--- config.mk ---
export PLATFORM = sky130hd
export DESIGN_NAME = bpm_value_ctrl
export DESIGN_NICKNAME = d
export VERILOG_FILES = /design/src/rtl/bpm_pkg.sv /design/src/rtl/hold_repeat_timer.sv /design/src/rtl/bpm_value_ctrl.sv
export SDC_FILE = /design/constraint.sdc
export NUM_CORES = 1
export LEC_CHECK = 0
export BUFFER_PORTS_ARGS = -buffer_cell sky130_fd_sc_hd__buf_2
export CAP_MARGIN = 20
export CORE_ASPECT_RATIO = 2
export CORE_UTILIZATION = 40
export DETAILED_ROUTE_END_ITERATION = 12
export PLACE_DENSITY_LB_ADDON = 0.1
export SLEW_MARGIN = 20
export SYNTH_ARGS = -nofsm -noshare
export SYNTH_HDL_FRONTEND = slang
export SYNTH_SLANG_ARGS = --single-unit
--- constraint.sdc ---
create_clock -name i_clk -period 6.9 [get_ports i_clk]
set_input_delay 1.035 -clock i_clk [delete_from_list [all_inputs] [get_ports i_clk]]
set_output_delay 1.035 -clock i_clk [all_outputs]
set_load 0.1 [all_outputs]
--- src/rtl/bpm_pkg.sv ---
// Shared definitions for the BPM control blocks: hold FSM states, load-mode
// selectors and the saturating step helper.
package bpm_pkg;

    typedef enum logic [1:0] {
        IDLE   = 2'd0,
        DELAY  = 2'd1,
        REPEAT = 2'd2,
        FAST   = 2'd3
    } hold_state_t;

    localparam int LOAD_CLAMP  = 0;
    localparam int LOAD_REJECT = 1;

    // One guard bit keeps the add from wrapping and the subtract from
    // underflowing; callers zero-extend values up to 32 bits.
    function automatic logic [31:0] sat_step(
        input logic [31:0] v,
        input logic [31:0] step,
        input logic        up,
        input logic [31:0] lo,
        input logic [31:0] hi
    );
        logic [32:0] res;
        if (up) begin
            res = {1'b0, v} + {1'b0, step};
            if (res > {1'b0, hi})
                res = {1'b0, hi};
        end else begin
            if ({1'b0, v} < ({1'b0, lo} + {1'b0, step}))
                res = {1'b0, lo};
            else
                res = {1'b0, v} - {1'b0, step};
        end
        return res[31:0];
    endfunction

endpackage

--- src/rtl/hold_repeat_timer.sv ---
// Hold-to-repeat FSM: delay, coarse repeats, then fast repeats. Emits a strike
// pulse per repeat; the parent decides whether the step is applied.
module hold_repeat_timer
    import bpm_pkg::*;
#(
    parameter int HOLD_DELAY    = 50000000,
    parameter int REPEAT_PERIOD = 10000000,
    parameter int ACCEL_COUNT   = 4
) (
    input  logic i_clk,
    input  logic i_reset,
    input  logic inc_hold,
    input  logic dec_hold,
    output logic strike,
    output logic dir_up,
    output logic fast
);

    localparam int MAX_T = (HOLD_DELAY > REPEAT_PERIOD) ? HOLD_DELAY : REPEAT_PERIOD;
    localparam int TW    = (MAX_T > 1) ? $clog2(MAX_T) : 1;
    localparam int RW    = (ACCEL_COUNT > 0) ? $clog2(ACCEL_COUNT + 1) : 1;
    localparam logic [TW-1:0] DELAY_END  = TW'(HOLD_DELAY - 1);
    localparam logic [TW-1:0] REPEAT_END = TW'(REPEAT_PERIOD - 1);

    hold_state_t   state_q, state_d;
    logic [TW-1:0] timer_q, timer_d;
    logic [RW-1:0] rep_q, rep_d;
    logic          dir_q, dir_d;
    logic          armed_q, armed_d;
    logic          held, both;

    assign held   = dir_q ? inc_hold : dec_hold;
    assign both   = inc_hold & dec_hold;
    assign dir_up = dir_q;
    assign fast   = (state_q == FAST);

    always_comb begin
        // NOTE: every output of this block gets a default first so no path leaves it unassigned (no latch).
        state_d = state_q;
        timer_d = (timer_q == '1) ? timer_q : timer_q + TW'(1);
        rep_d   = rep_q;
        dir_d   = dir_q;
        strike  = 1'b0;
        // A hold that survives reset must be released before it can re-arm.
        armed_d = armed_q | ~(inc_hold | dec_hold);

        if (state_q == IDLE) begin
            timer_d = '0;
            rep_d   = '0;
            if (armed_q && (inc_hold ^ dec_hold)) begin
                state_d = DELAY;
                dir_d   = inc_hold;
            end
        end else if (!held || both) begin
            state_d = IDLE;
            timer_d = '0;
            rep_d   = '0;
        end else begin
            case (state_q)
                DELAY: if (timer_q == DELAY_END) begin
                    strike  = 1'b1;
                    timer_d = '0;
                    rep_d   = RW'(1);
                    state_d = (ACCEL_COUNT <= 1) ? FAST : REPEAT;
                end
                REPEAT: if (timer_q == REPEAT_END) begin
                    strike  = 1'b1;
                    timer_d = '0;
                    rep_d   = rep_q + RW'(1);
                    if (int'(rep_q) + 1 >= ACCEL_COUNT)
                        state_d = FAST;
                end
                FAST: if (timer_q == REPEAT_END) begin
                    strike  = 1'b1;
                    timer_d = '0;
                end
                default: state_d = IDLE;
            endcase
        end
    end

    always_ff @(posedge i_clk) begin
        // NOTE: sequential state uses non-blocking assignments only.
        if (i_reset) begin
            state_q <= IDLE;
            timer_q <= '0;
            rep_q   <= '0;
            dir_q   <= 1'b0;
            armed_q <= 1'b0;
        end else begin
            state_q <= state_d;
            timer_q <= timer_d;
            rep_q   <= rep_d;
            dir_q   <= dir_d;
            armed_q <= armed_d;
        end
    end

endmodule

--- src/rtl/bpm_value_ctrl.sv ---
// BPM value register: arbitrates loads, button pulses and hold repeats, and
// saturates the result into [MIN_VAL, MAX_VAL].
module bpm_value_ctrl
    import bpm_pkg::*;
#(
    parameter int WIDTH         = 16,
    parameter int MIN_VAL       = 20,
    parameter int MAX_VAL       = 300,
    parameter int RESET_VAL     = 120,
    parameter int STEP_FINE     = 1,
    parameter int STEP_COARSE   = 5,
    parameter int STEP_FAST     = 10,
    parameter int HOLD_DELAY    = 50000000,
    parameter int REPEAT_PERIOD = 10000000,
    parameter int ACCEL_COUNT   = 4,
    parameter int LOAD_MODE     = LOAD_CLAMP
) (
    input  logic             i_clk,
    input  logic             i_reset,
    input  logic             i_inc,
    input  logic             i_dec,
    input  logic             i_coarse,
    input  logic             i_inc_hold,
    input  logic             i_dec_hold,
    input  logic             i_load,
    input  logic [WIDTH-1:0] i_load_value,
    output logic [WIDTH-1:0] o_value,
    output logic             o_changed,
    output logic             o_at_min,
    output logic             o_at_max,
    output logic             o_load_err
);

    localparam logic [WIDTH-1:0] MIN_W   = WIDTH'(MIN_VAL);
    localparam logic [WIDTH-1:0] MAX_W   = WIDTH'(MAX_VAL);
    localparam logic [WIDTH-1:0] RESET_W = WIDTH'(RESET_VAL);

    logic [WIDTH-1:0] value_q, value_d;
    logic             changed_q, load_err_q, load_err_d;
    logic             strike, dir_up, fast;

    hold_repeat_timer #(
        .HOLD_DELAY    (HOLD_DELAY),
        .REPEAT_PERIOD (REPEAT_PERIOD),
        .ACCEL_COUNT   (ACCEL_COUNT)
    ) u_hold (
        .i_clk    (i_clk),
        .i_reset  (i_reset),
        .inc_hold (i_inc_hold),
        .dec_hold (i_dec_hold),
        .strike   (strike),
        .dir_up   (dir_up),
        .fast     (fast)
    );

    always_comb begin
        value_d    = value_q;
        load_err_d = 1'b0;
        if (i_load) begin
            if (i_load_value > MAX_W) begin
                load_err_d = 1'b1;
                value_d    = (LOAD_MODE == LOAD_CLAMP) ? MAX_W : value_q;
            end else if (i_load_value < MIN_W) begin
                load_err_d = 1'b1;
                value_d    = (LOAD_MODE == LOAD_CLAMP) ? MIN_W : value_q;
            end else begin
                value_d = i_load_value;
            end
        end else if (i_inc || i_dec) begin
            // Simultaneous inc/dec cancels, and still masks any hold strike.
            if (i_inc ^ i_dec)
                value_d = WIDTH'(sat_step(32'(value_q),
                                          i_coarse ? 32'(STEP_COARSE) : 32'(STEP_FINE),
                                          i_inc, 32'(MIN_W), 32'(MAX_W)));
        end else if (strike) begin
            value_d = WIDTH'(sat_step(32'(value_q),
                                      fast ? 32'(STEP_FAST) : 32'(STEP_COARSE),
                                      dir_up, 32'(MIN_W), 32'(MAX_W)));
        end
    end

    always_ff @(posedge i_clk) begin
        if (i_reset) begin
            value_q    <= RESET_W;
            changed_q  <= 1'b0;
            load_err_q <= 1'b0;
        end else begin
            value_q    <= value_d;
            changed_q  <= (value_d != value_q);
            load_err_q <= load_err_d;
        end
    end

    assign o_value    = value_q;
    assign o_changed  = changed_q;
    assign o_load_err = load_err_q;
    assign o_at_min   = (value_q == MIN_W);
    assign o_at_max   = (value_q == MAX_W);

endmodule

==> results.sh, run 1 <==
export IMPL_antenna_found_initial=1
export IMPL_cts_sinks=51
export IMPL_p_per_area_nw_per_um2=162
export IMPL_core_um2=14000
export IMPL_initial_core_util=0.412
export IMPL_drtIter0Drc=786
export IMPL_start_kind="flip-flop"
export IMPL_combPwrFrac=0.337
export IMPL_cts_buffers=5
export IMPL_endpoint_kind="flip-flop"
export IMPL_grtUsageTotal=0.353
export IMPL_timing_final_setup_violations=0
export IMPL_cts_resized=0
export IMPL_netlist_area_um2=5790
export IMPL_max_slew_margin_rel=0.343
export IMPL_htreeDepth=2
export IMPL_nNetsFinal=869
export IMPL_drive_gt1_frac=0.114
export IMPL_vias=6716
export IMPL_ys_seq_area_frac=0.176
export IMPL_swShare=0.391
export IMPL_fin_setup_tns_ns=0
export IMPL_ys_warn_count=0
export IMPL_drc=0
export IMPL_fmax_mhz=199
export IMPL_grt_pass1_vias=6703
export IMPL_irDropWorstVdd_uv=150
export IMPL_post_synth_top_count_cell="nor2_1"
export IMPL_finalCritPeriodShare=0.729
export IMPL_cts_hold_buf=0
export IMPL_drt_wl_total_um=25600
export IMPL_routedWlPerCell_um=25.3
export IMPL_cts_tree="built"
export IMPL_pin_count=44
export IMPL_gp_congestion=1.07
export IMPL_synth_cells=812
export IMPL_rows=61
export IMPL_maxCapViolCount=0
export IMPL_clk_insertion_delay_late_ns=0.31
export IMPL_synth_edf_count=0
export IMPL_placed_area_um2=5980
export IMPL_grt_pass1_wl_um=38500
export IMPL_power_switching_mw=0.391
export IMPL_final_cells=1010
export IMPL_synth_distinct_cells=90
export IMPL_synthesis_nets=861
export IMPL_hold_class="flip-flop to flip-flop"
export IMPL_clkPwrFrac=0.340
export IMPL_clk_pin_slew_worst_paths_ns=0.07
export IMPL_path_max_fanout=9
export IMPL_async_flop_share=0
export IMPL_cp_cell_sequence="ha_1 > inv_1 > ha_1 > nor2b_1 > o2111ai_1 > a2111oi_0 > a211oi_1 > nand4b_1 > nor2_1 > a41oi_1 > mux2_2 > a21oi_1 > a211oi_1 > a41oi_1"
export IMPL_rsz0062_at_grt="false"
export IMPL_seqPwrFrac=0.323
export IMPL_fin_area_um2=6190
export IMPL_worst_slew_pin_slew_ns=0.984
export IMPL_synth_top_area_frac=0.176
export IMPL_crit_buf_inv=1
export IMPL_place_inst=1002
export IMPL_die_x_um=87.0
export IMPL_fin_crit_ns=5.03
export IMPL_skew_ns=0.00874
export IMPL_p_int_mw=0.610
export IMPL_hold_violations=0
export IMPL_syn_to_final_growth_pct=6.94
export IMPL_yosysTopAreaCell="dfxtp_1"
export IMPL_slew_violations=0
export IMPL_required_ns=7.12
export IMPL_grt_max_degree=31
export IMPL_p_leak_nw=2.19
export IMPL_slowest_stage="nor2_1"
export IMPL_vias_per_cell=6.65
export IMPL_crit_type="flip-flop to flip-flop"
export IMPL_synth_commonest_cells="98 x nor2_1, 70 x nand2_1, 51 x dfxtp_1"
export IMPL_die_h_um=172
export IMPL_hpwl_um=19300
export IMPL_gr_total_overflow=0
export IMPL_cts_root_buffer="clkbuf_16"
export IMPL_detail_route_first_pass_iterations=6
export IMPL_cts_buffer_depth=2
export IMPL_fin_util=0.441
export IMPL_synthTopCellsByArea="dfxtp_1 18%, nor2_1 6.4%, ha_1 5.0%"
export IMPL_ys_flop_type="dfxtp_1"
export IMPL_critPathTopFamily="compound AO/OA/AOI/OAI gates"
export IMPL_antenna_left=0
export IMPL_cp_arrival_ns=5.26
export IMPL_status="complete, no violations"
export IMPL_die_area_um2=15000
export IMPL_max_stage_delay_ns=0.56
export IMPL_post_cts_buffers=0
export IMPL_port_buffers=43
export IMPL_syn_avg_cell_area_um2=7.13
export IMPL_diodes=0
export IMPL_ys_ff_latch=51
-- power groups by stage --
stage / combinational, mW / clock [mW] / sequential, mW
2_1_floorplan: 0.199 / 0 / 0.358
3_3_place_gp: 0.322 / 0 / 0.328
3_5_place_dp: 0.322 / 0 / 0.329
4_1_cts: 0.323 / 0.349 / 0.322
5_1_grt: 0.354 / 0.354 / 0.324
6_report: 0.338 / 0.341 / 0.323
-- per-stage QoR --
| step | setup slack [ns] | hold slack, ns | total power, mW |
|---|---|---|---|
| detailed placement | 1.92 | 0.477 | 0.650 |
| global placement | 1.94 | 0.458 | 0.650 |
| finish | 1.87 | 0.481 | 1.00 |
| floorplan | 2.31 | 0.449 | 0.556 |
| global route | 1.69 | 0.500 | 1.03 |
| CTS | 2.12 | 0.488 | 0.994 |
-- worst register-to-register path, delay by kind of cell, from the launching register on --
family | cells | cell delay (ns)
AO/OA/AOI/OAI | 7 | 2.19
adder cells (fa/ha/maj) | 2 | 0.67
buffers and inverters | 1 | 0.24
flip-flops | 1 | 0.40
multiplexers | 1 | 0.40
AND/OR/NAND/NOR | 3 | 1.06
-- cells in the final DEF (no fill, tap or decap), types with 5 or more instances in the layout --
cell	n
a21o_1	8
o21a_1	10
nor2_1	98
a211oi_1	13
nor3_1	28
dfxtp_1	51
and3_1	10
o21ai_0	48
nand4_1	19
or3_1	9
a21oi_1	49
o211ai_1	9
xnor2_1	23
or4_1	6
nand2b_1	12
a31oi_1	9
a2111oi_0	5
mux2i_1	7
a211o_1	5
nand3_1	45
ha_1	23
nor4_1	19
nor2b_1	13
inv_1	30
o21bai_1	5
buf_2	43
xor2_1	19
o22ai_1	5
buf_4	11
a221oi_1	5
nand3b_1	5
nand2_1	70
clkbuf_16	5
-- final cells by class --
type                    count  area, um^2
fillers                  1528        7860
flip-flops and latches     51        1020
clock inverters             3        71.3
inverters                  32         120
well taps                 189         236
repair buffers             54         298
multi-input cells         676        4320
clock buffers               5         125
-- final timing paths --
path | from | to | slack, ns | cells past startpoint
setup / recovery | u_hold.state_q[0]$_SDFFE_PP0P_ | o_changed$_SDFF_PP0_ | 1.87 | 14
hold / removal | u_hold.rep_q[1]$_SDFFE_PP0P_ | u_hold.rep_q[1]$_SDFFE_PP0P_ | 0.48 | 2
setup reg to reg | u_hold.state_q[0]$_SDFFE_PP0P_ | o_changed$_SDFF_PP0_ | 1.87 | 14
hold reg to reg | u_hold.rep_q[1]$_SDFFE_PP0P_ | u_hold.rep_q[1]$_SDFFE_PP0P_ | 0.48 | 2
-- per-layer routing --
metal | wire [um] | GRT usage
met4 | 2850 | 0.333
met3 | 1750 | 0.0673
met2 | 12700 | 0.621
met1 | 8320 | 0.335
met5 | 13 | 0
-- registers in the layout (all words and copies together), names as in the netlist --
| signal | flops |
|---|---|
| u_hold.dir_up | 1 |
| u_hold.armed_q | 1 |
| o_value | 16 |
| u_hold.timer_q | 26 |
| o_changed | 1 |
| u_hold.rep_q | 3 |
| u_hold.state_q | 2 |
| o_load_err | 1 |
-- cells by family (layout without fill, tap and decap cells) --
family / count (synthesis) / after routing / share of synthesized area
and+or+nand+nor: 373 / 373 / 0.339
AOI/OAI and AO/OA: 226 / 226 / 0.266
buffers and inverters: 85 / 94 / 0.0807
DFF: 51 / 51 / 0.176
xor gates and xnor gates: 42 / 42 / 0.0636
adders and majority gates: 25 / 25 / 0.0567
muxes: 10 / 10 / 0.0179
Power figures use the tool's default switching activity.
==> run 2, diff against run 1 <==
--- a/config.mk
+++ b/config.mk
@@ -5,6 +5,7 @@
 export SDC_FILE = /design/constraint.sdc
 export NUM_CORES = 1
 export LEC_CHECK = 0
+export ABC_AREA = 1
 export BUFFER_PORTS_ARGS = -buffer_cell sky130_fd_sc_hd__buf_2
 export CAP_MARGIN = 20
 export CORE_ASPECT_RATIO = 2
==> constraint.sdc (replaced) <==
create_clock -name i_clk -period 4.1 [get_ports i_clk]
set_input_delay 0.615 -clock i_clk [delete_from_list [all_inputs] [get_ports i_clk]]
set_output_delay 0.615 -clock i_clk [all_outputs]
set_load 0.1 [all_outputs]
==> results.sh, run 2 <==
export IMPL_ys_seq_area_frac=0.180
export IMPL_drive_gt1_frac=0.123
export IMPL_rsz0062_at_grt="false"
export IMPL_synth_cells=1009
export IMPL_skew_ns=0.0137
export IMPL_synthTopCellsByArea="nand2_1 19%, dfxtp_1 18%, nand3_1 10%"
export IMPL_layout_common_cells="294 x nand2_1, 114 x nor2_1, 114 x nand3_1"
export IMPL_grtUsageTotal=0.309
export IMPL_worst_slew_pin_slew_ns=0.711
export IMPL_port_buffers=43
export IMPL_gr_total_overflow=0
export IMPL_nNetsFinal=1096
export IMPL_yosysTopAreaCell="nand2_1"
export IMPL_cts_buffer_depth=2
export IMPL_syn_to_final_growth_pct=10.8
export IMPL_final_common_cell="nand2_1"
export IMPL_pin_count=44
export IMPL_ys_ff_latch=51
export IMPL_max_stage_delay_ns=0.38
export IMPL_synth_distinct_cells=43
export IMPL_syn_avg_cell_area_um2=5.63
export IMPL_drt_wl_total_um=22100
export IMPL_endpoint_kind="flip-flop"
export IMPL_cts_resized=0
export IMPL_placed_area_um2=6100
export IMPL_largest_reg_flops=26
export IMPL_post_synth_top_count_cell="nand2_1"
export IMPL_die_x_um=86.3
export IMPL_async_flop_share=0
export IMPL_cts_tree="built"
export IMPL_die_area_um2=14700
export IMPL_crit_buf_inv=4
export IMPL_cts_sinks=51
export IMPL_ys_warn_count=0
export IMPL_grt_pass1_vias=6583
export IMPL_clk_pin_slew_worst_paths_ns=0.08
export IMPL_slowest_stage="fa_1"
export IMPL_timing_final_setup_violations=0
export IMPL_start_kind="flip-flop"
export IMPL_grt_max_degree=18
export IMPL_synth_top_area_frac=0.194
export IMPL_drc=0
export IMPL_fmax_mhz=284
export IMPL_cts_root_buffer="clkbuf_16"
export IMPL_path_max_fanout=7
export IMPL_max_slew_margin_rel=0.525
export IMPL_fin_setup_tns_ns=0
export IMPL_ys_flop_type="dfxtp_1"
export IMPL_fin_area_um2=6300
export IMPL_post_cts_buffers=0
export IMPL_synth_edf_count=0
export IMPL_top_register="u_hold.timer_q"
export IMPL_p_per_area_nw_per_um2=315
export IMPL_initial_core_util=0.409
export IMPL_diodes=0
export IMPL_slew_violations=0
export IMPL_antenna_found_initial=0
export IMPL_die_h_um=171
export IMPL_detail_route_first_pass_iterations=5
export IMPL_irDropWorstVdd_uv=162
export IMPL_cp_arrival_ns=3.73
export IMPL_synthesis_nets=1058
export IMPL_routedWlPerCell_um=17.9
export IMPL_antenna_left=0
export IMPL_core_um2=13900
export IMPL_drtIter0Drc=330
export IMPL_crit_type="flip-flop to flip-flop"
export IMPL_status="complete, no violations"
export IMPL_p_leak_nw=2.92
export IMPL_clk_insertion_delay_late_ns=0.31
export IMPL_gp_congestion=0.981
export IMPL_hold_class="flip-flop to flip-flop"
export IMPL_cts_buffers=5
export IMPL_fin_crit_ns=3.51
export IMPL_synth_commonest_cells="294 x nand2_1, 114 x nand3_1, 114 x nor2_1"
export IMPL_maxCapViolCount=0
export IMPL_cts_hold_buf=0
export IMPL_finalCritPeriodShare=0.857
export IMPL_required_ns=4.31
export IMPL_netlist_area_um2=5680
export IMPL_cp_common_cell="nand2_1"
export IMPL_critPathTopFamily="simple AND/OR/NAND/NOR gates"
export IMPL_hold_violations=0
export IMPL_rows=61
export IMPL_grt_pass1_wl_um=33900
export IMPL_vias_per_cell=5.49
export IMPL_hpwl_um=17900
export IMPL_vias=6787
export IMPL_htreeDepth=2
[run 2: cell count changes after synthesis, sizes merged, moves of 12 or more]
cell and change:
clkbuf -22, nand2 +240, nor2b -13, xnor2 -21, nand3 +75, a21oi +18, nor4 -18, nand2b -12
inv +91, nor2 +34
[run 2: metrics by stage]
step                power [mW]  worst slack (ns)  hold slack [ns]   util  std cells
CTS                       1.98             0.607            0.480  0.453       1237
finish                    1.98             0.585            0.477  0.453       1237
global placement          1.41             0.663            0.464  0.439       1229
global route              2.09             0.244            0.500  0.453       1237
floorplan                 1.17            0.0764            0.445      -       1009
detailed placement        1.40             0.617            0.468  0.439       1229
[run 2: cells by family (layout without fill, tap and decap cells)]
kind of cell / count (synthesis) / count (layout) / share of synthesized area
simple gates: 626 / 626 / 0.496
buf+inv: 153 / 192 / 0.111
compound gates: 138 / 138 / 0.131
flops: 51 / 51 / 0.180
fa+ha+maj: 25 / 25 / 0.0577
xor+xnor: 16 / 16 / 0.0247
[run 2: area by class of cell]
cell class,instances,area (um^2)
clock buffers,5,125
multi-input cells,805,4040
inverters,125,470
clock inverters,3,71.3
fillers,1614,7590
repair buffers,59,335
well taps,189,236
flip-flops and latches,51,1020
[run 2: layer usage]
metal	part of all wire	track usage	wire, um
met4	0.11	0.289	2350
met3	0.041	0.0458	902
met5	0	0	0
met2	0.54	0.598	12000
met1	0.31	0.255	6880
[run 2: tightest hold or removal path, cell delays in order, from the launching register on]
cell,delay [ns]
dfxtp_1,0.31
inv_1,0.06
a21oi_1,0.06
[run 2: where the power goes]
part	total, mW	internal (mW)	switching [mW]
Combinational	0.840	0.242	0.598
Sequential	0.568	0.520	0.0481
Clock	0.576	0.355	0.221
[run 2: worst paths after layout]
check                                 startpoint                      endpoint  slack (ns)  cells after the start
setup / recovery  u_hold.state_q[0]$_SDFFE_PP0P_          o_changed$_SDFF_PP0_        0.59                     27
hold / removal      u_hold.timer_q[4]$_SDFF_PP0_  u_hold.timer_q[4]$_SDFF_PP0_        0.48                      2
setup reg to reg  u_hold.state_q[0]$_SDFFE_PP0P_          o_changed$_SDFF_PP0_        0.59                     27
hold reg to reg     u_hold.timer_q[4]$_SDFF_PP0_  u_hold.timer_q[4]$_SDFF_PP0_        0.48                      2
==> run 3, diff against run 2 <==
--- a/config.mk
+++ b/config.mk
@@ -11,7 +11,9 @@
 export CORE_ASPECT_RATIO = 2
 export CORE_UTILIZATION = 40
 export DETAILED_ROUTE_END_ITERATION = 12
+export GPL_TIMING_DRIVEN = 0
 export PLACE_DENSITY_LB_ADDON = 0.1
+export RECOVER_POWER = 100
 export SLEW_MARGIN = 20
 export SYNTH_ARGS = -nofsm -noshare
 export SYNTH_HDL_FRONTEND = slang
==> results.sh, run 3 (synthesis gave the netlist of run 2 again) <==
export IMPL_status="complete, no violations"
export IMPL_start_kind="flip-flop"
export IMPL_nNetsFinal=1107
export IMPL_hold_class="flip-flop to flip-flop"
export IMPL_vias_per_cell=5.54
export IMPL_path_max_fanout=8
export IMPL_critPathTopFamily="simple AND/OR/NAND/NOR gates"
export IMPL_core_um2=13900
export IMPL_routedWlPerCell_um=18.8
export IMPL_rsz0062_at_grt="false"
export IMPL_clk_insertion_delay_late_ns=0.30
export IMPL_p_per_area_nw_per_um2=308
export IMPL_worst_slew_pin_slew_ns=1.18
export IMPL_cts_buffers=5
export IMPL_initial_core_util=0.409
export IMPL_endpoint_kind="flip-flop"
export IMPL_cts_sinks=51
export IMPL_gp_congestion=1.02
export IMPL_diodes=0
export IMPL_die_area_um2=14700
export IMPL_slowest_stage="fa_1"
export IMPL_drtIter0Drc=427
export IMPL_die_h_um=171
export IMPL_crit_start="u_hold.state_q[0]$_SDFFE_PP0P_"
export IMPL_cts_root_buffer="clkbuf_16"
export IMPL_placed_area_um2=6130
export IMPL_fmax_mhz=261
export IMPL_grt_max_degree=17
export IMPL_top_register="u_hold.timer_q"
export IMPL_final_common_cell="nand2_1"
export IMPL_detail_route_first_pass_iterations=8
export IMPL_irDropWorstVdd_uv=173
export IMPL_crit_type="flip-flop to flip-flop"
export IMPL_fin_setup_tns_ns=0
export IMPL_gr_total_overflow=0
export IMPL_fin_ws_ns=0.275
export IMPL_layout_common_cells="294 x nand2_1, 115 x nor2_1, 114 x nand3_1"
export IMPL_antenna_left=0
export IMPL_largest_reg_flops=26
export IMPL_n_fill_cell=1628
export IMPL_fin_crit_ns=3.82
export IMPL_drt_wl_total_um=23400
export IMPL_r2r_start="u_hold.state_q[0]$_SDFFE_PP0P_"
export IMPL_pre_cts_slack_ns=0.0559
export IMPL_skew_ns=0.00529
export IMPL_cts_buffer_depth=2
export IMPL_p_leak_nw=2.85
export IMPL_fin_util=0.452
export IMPL_cp_common_cell="nand2_1"
export IMPL_maxCapViolCount=0
export IMPL_grt_pass1_vias=6678
export IMPL_finalCritPeriodShare=0.933
export IMPL_hpwl_um=18600
export IMPL_grt_pass1_wl_um=35500
export IMPL_crit_buf_inv=4
export IMPL_max_stage_delay_ns=0.40
export IMPL_required_ns=4.31
export IMPL_cp_arrival_ns=4.03
export IMPL_hold_violations=0
export IMPL_cts_tree="built"
export IMPL_vias=6912
export IMPL_fin_area_um2=6280
export IMPL_grtUsageTotal=0.329
export IMPL_drc=0
export IMPL_slew_violations=0
export IMPL_port_buffers=41
export IMPL_cts_hold_buf=0
export IMPL_holdCritStartpoint="u_hold.timer_q[4]$_SDFF_PP0_"
export IMPL_antenna_found_initial=0
export IMPL_htreeDepth=2
export IMPL_rows=61
export IMPL_drive_gt1_frac=0.100
export IMPL_die_x_um=86.3
export IMPL_max_slew_margin_rel=0.217
export IMPL_clk_pin_slew_worst_paths_ns=0.08
export IMPL_syn_to_final_growth_pct=10.5
export IMPL_timing_final_setup_violations=0
export IMPL_pin_count=44
## run 3: metal layers
layer  part of all wire  wire length [um]  vias to the layer above  track usage
li1                   -                 -                     3382            -
met1               0.31              7240                     3135        0.273
met2               0.53             12400                      264        0.618
met3              0.054              1270                      131       0.0661
met4               0.11              2540                        0        0.319
met5                  0                 0                        -            0
## run 3: area by class of cell
type,instances,area (um^2),share of cell area
multi-input combinational,805,4030,0.641
sequential,51,1020,0.163
inverter,125,473,0.0753
tap,189,236,0.0377
timing repair buffer,42,186,0.0297
buffer,28,156,0.0249
clock buffer,6,139,0.0221
clock inverter,2,38.8,0.00618
## run 3: worst reg2reg max path, cell delays in order, from the launching register on
cell and delay [ns]:
dfxtp_1 0.33, ha_2 0.27, inv_4 0.14, ha_1 0.20
inv_1 0.06, fa_1 0.40, inv_1 0.09, nand2_1 0.10
nand2_1 0.08, nand2_1 0.20, nor2_1 0.16, nor2_1 0.05
nor2_1 0.13, nand3_1 0.09, nor2_2 0.18, nand3_1 0.15
nand2_2 0.18, nand3b_1 0.11, nand2_1 0.07, nand2_1 0.08
nand2_1 0.07, nand2_1 0.05, nand2_1 0.07, nand2_1 0.06
nor2_1 0.20, nand3_1 0.10, nand2_1 0.07, inv_1 0.04
## run 3: what timing repair did
| item | CTS | global route |
|---|---|---|
| gates resized for setup | 0 | 5 |
| setup buffers | 0 | 1 |
| endpoints found under the setup margin | 0 | 1 |
## run 3: per-stage QoR
stage	cells	hold WS [ns]	power, mW
floorplan	1009	0.445	1.17
global placement	1239	0.464	1.41
detailed placement	1239	0.466	1.41
CTS	1247	0.477	1.93
global route	1248	0.516	2.05
finish	1248	0.477	1.94
## run 3: power breakdown
| group | switching, mW | internal [mW] | leakage [nW] |
|---|---|---|---|
| Sequential | 0.0353 | 0.520 | 0.415 |
| Clock | 0.211 | 0.308 | 0.0875 |
| Combinational | 0.627 | 0.235 | 2.35 |
| Total | 0.873 | 1.06 | 2.85 |
## run 3: worst paths after layout
kind,end,slack [ns],depth (start not counted)
hold / removal,u_hold.timer_q[4]$_SDFF_PP0_,0.48,2
hold reg to reg,u_hold.timer_q[4]$_SDFF_PP0_,0.48,2
setup / recovery,o_changed$_SDFF_PP0_,0.28,27
setup reg to reg,o_changed$_SDFF_PP0_,0.28,27
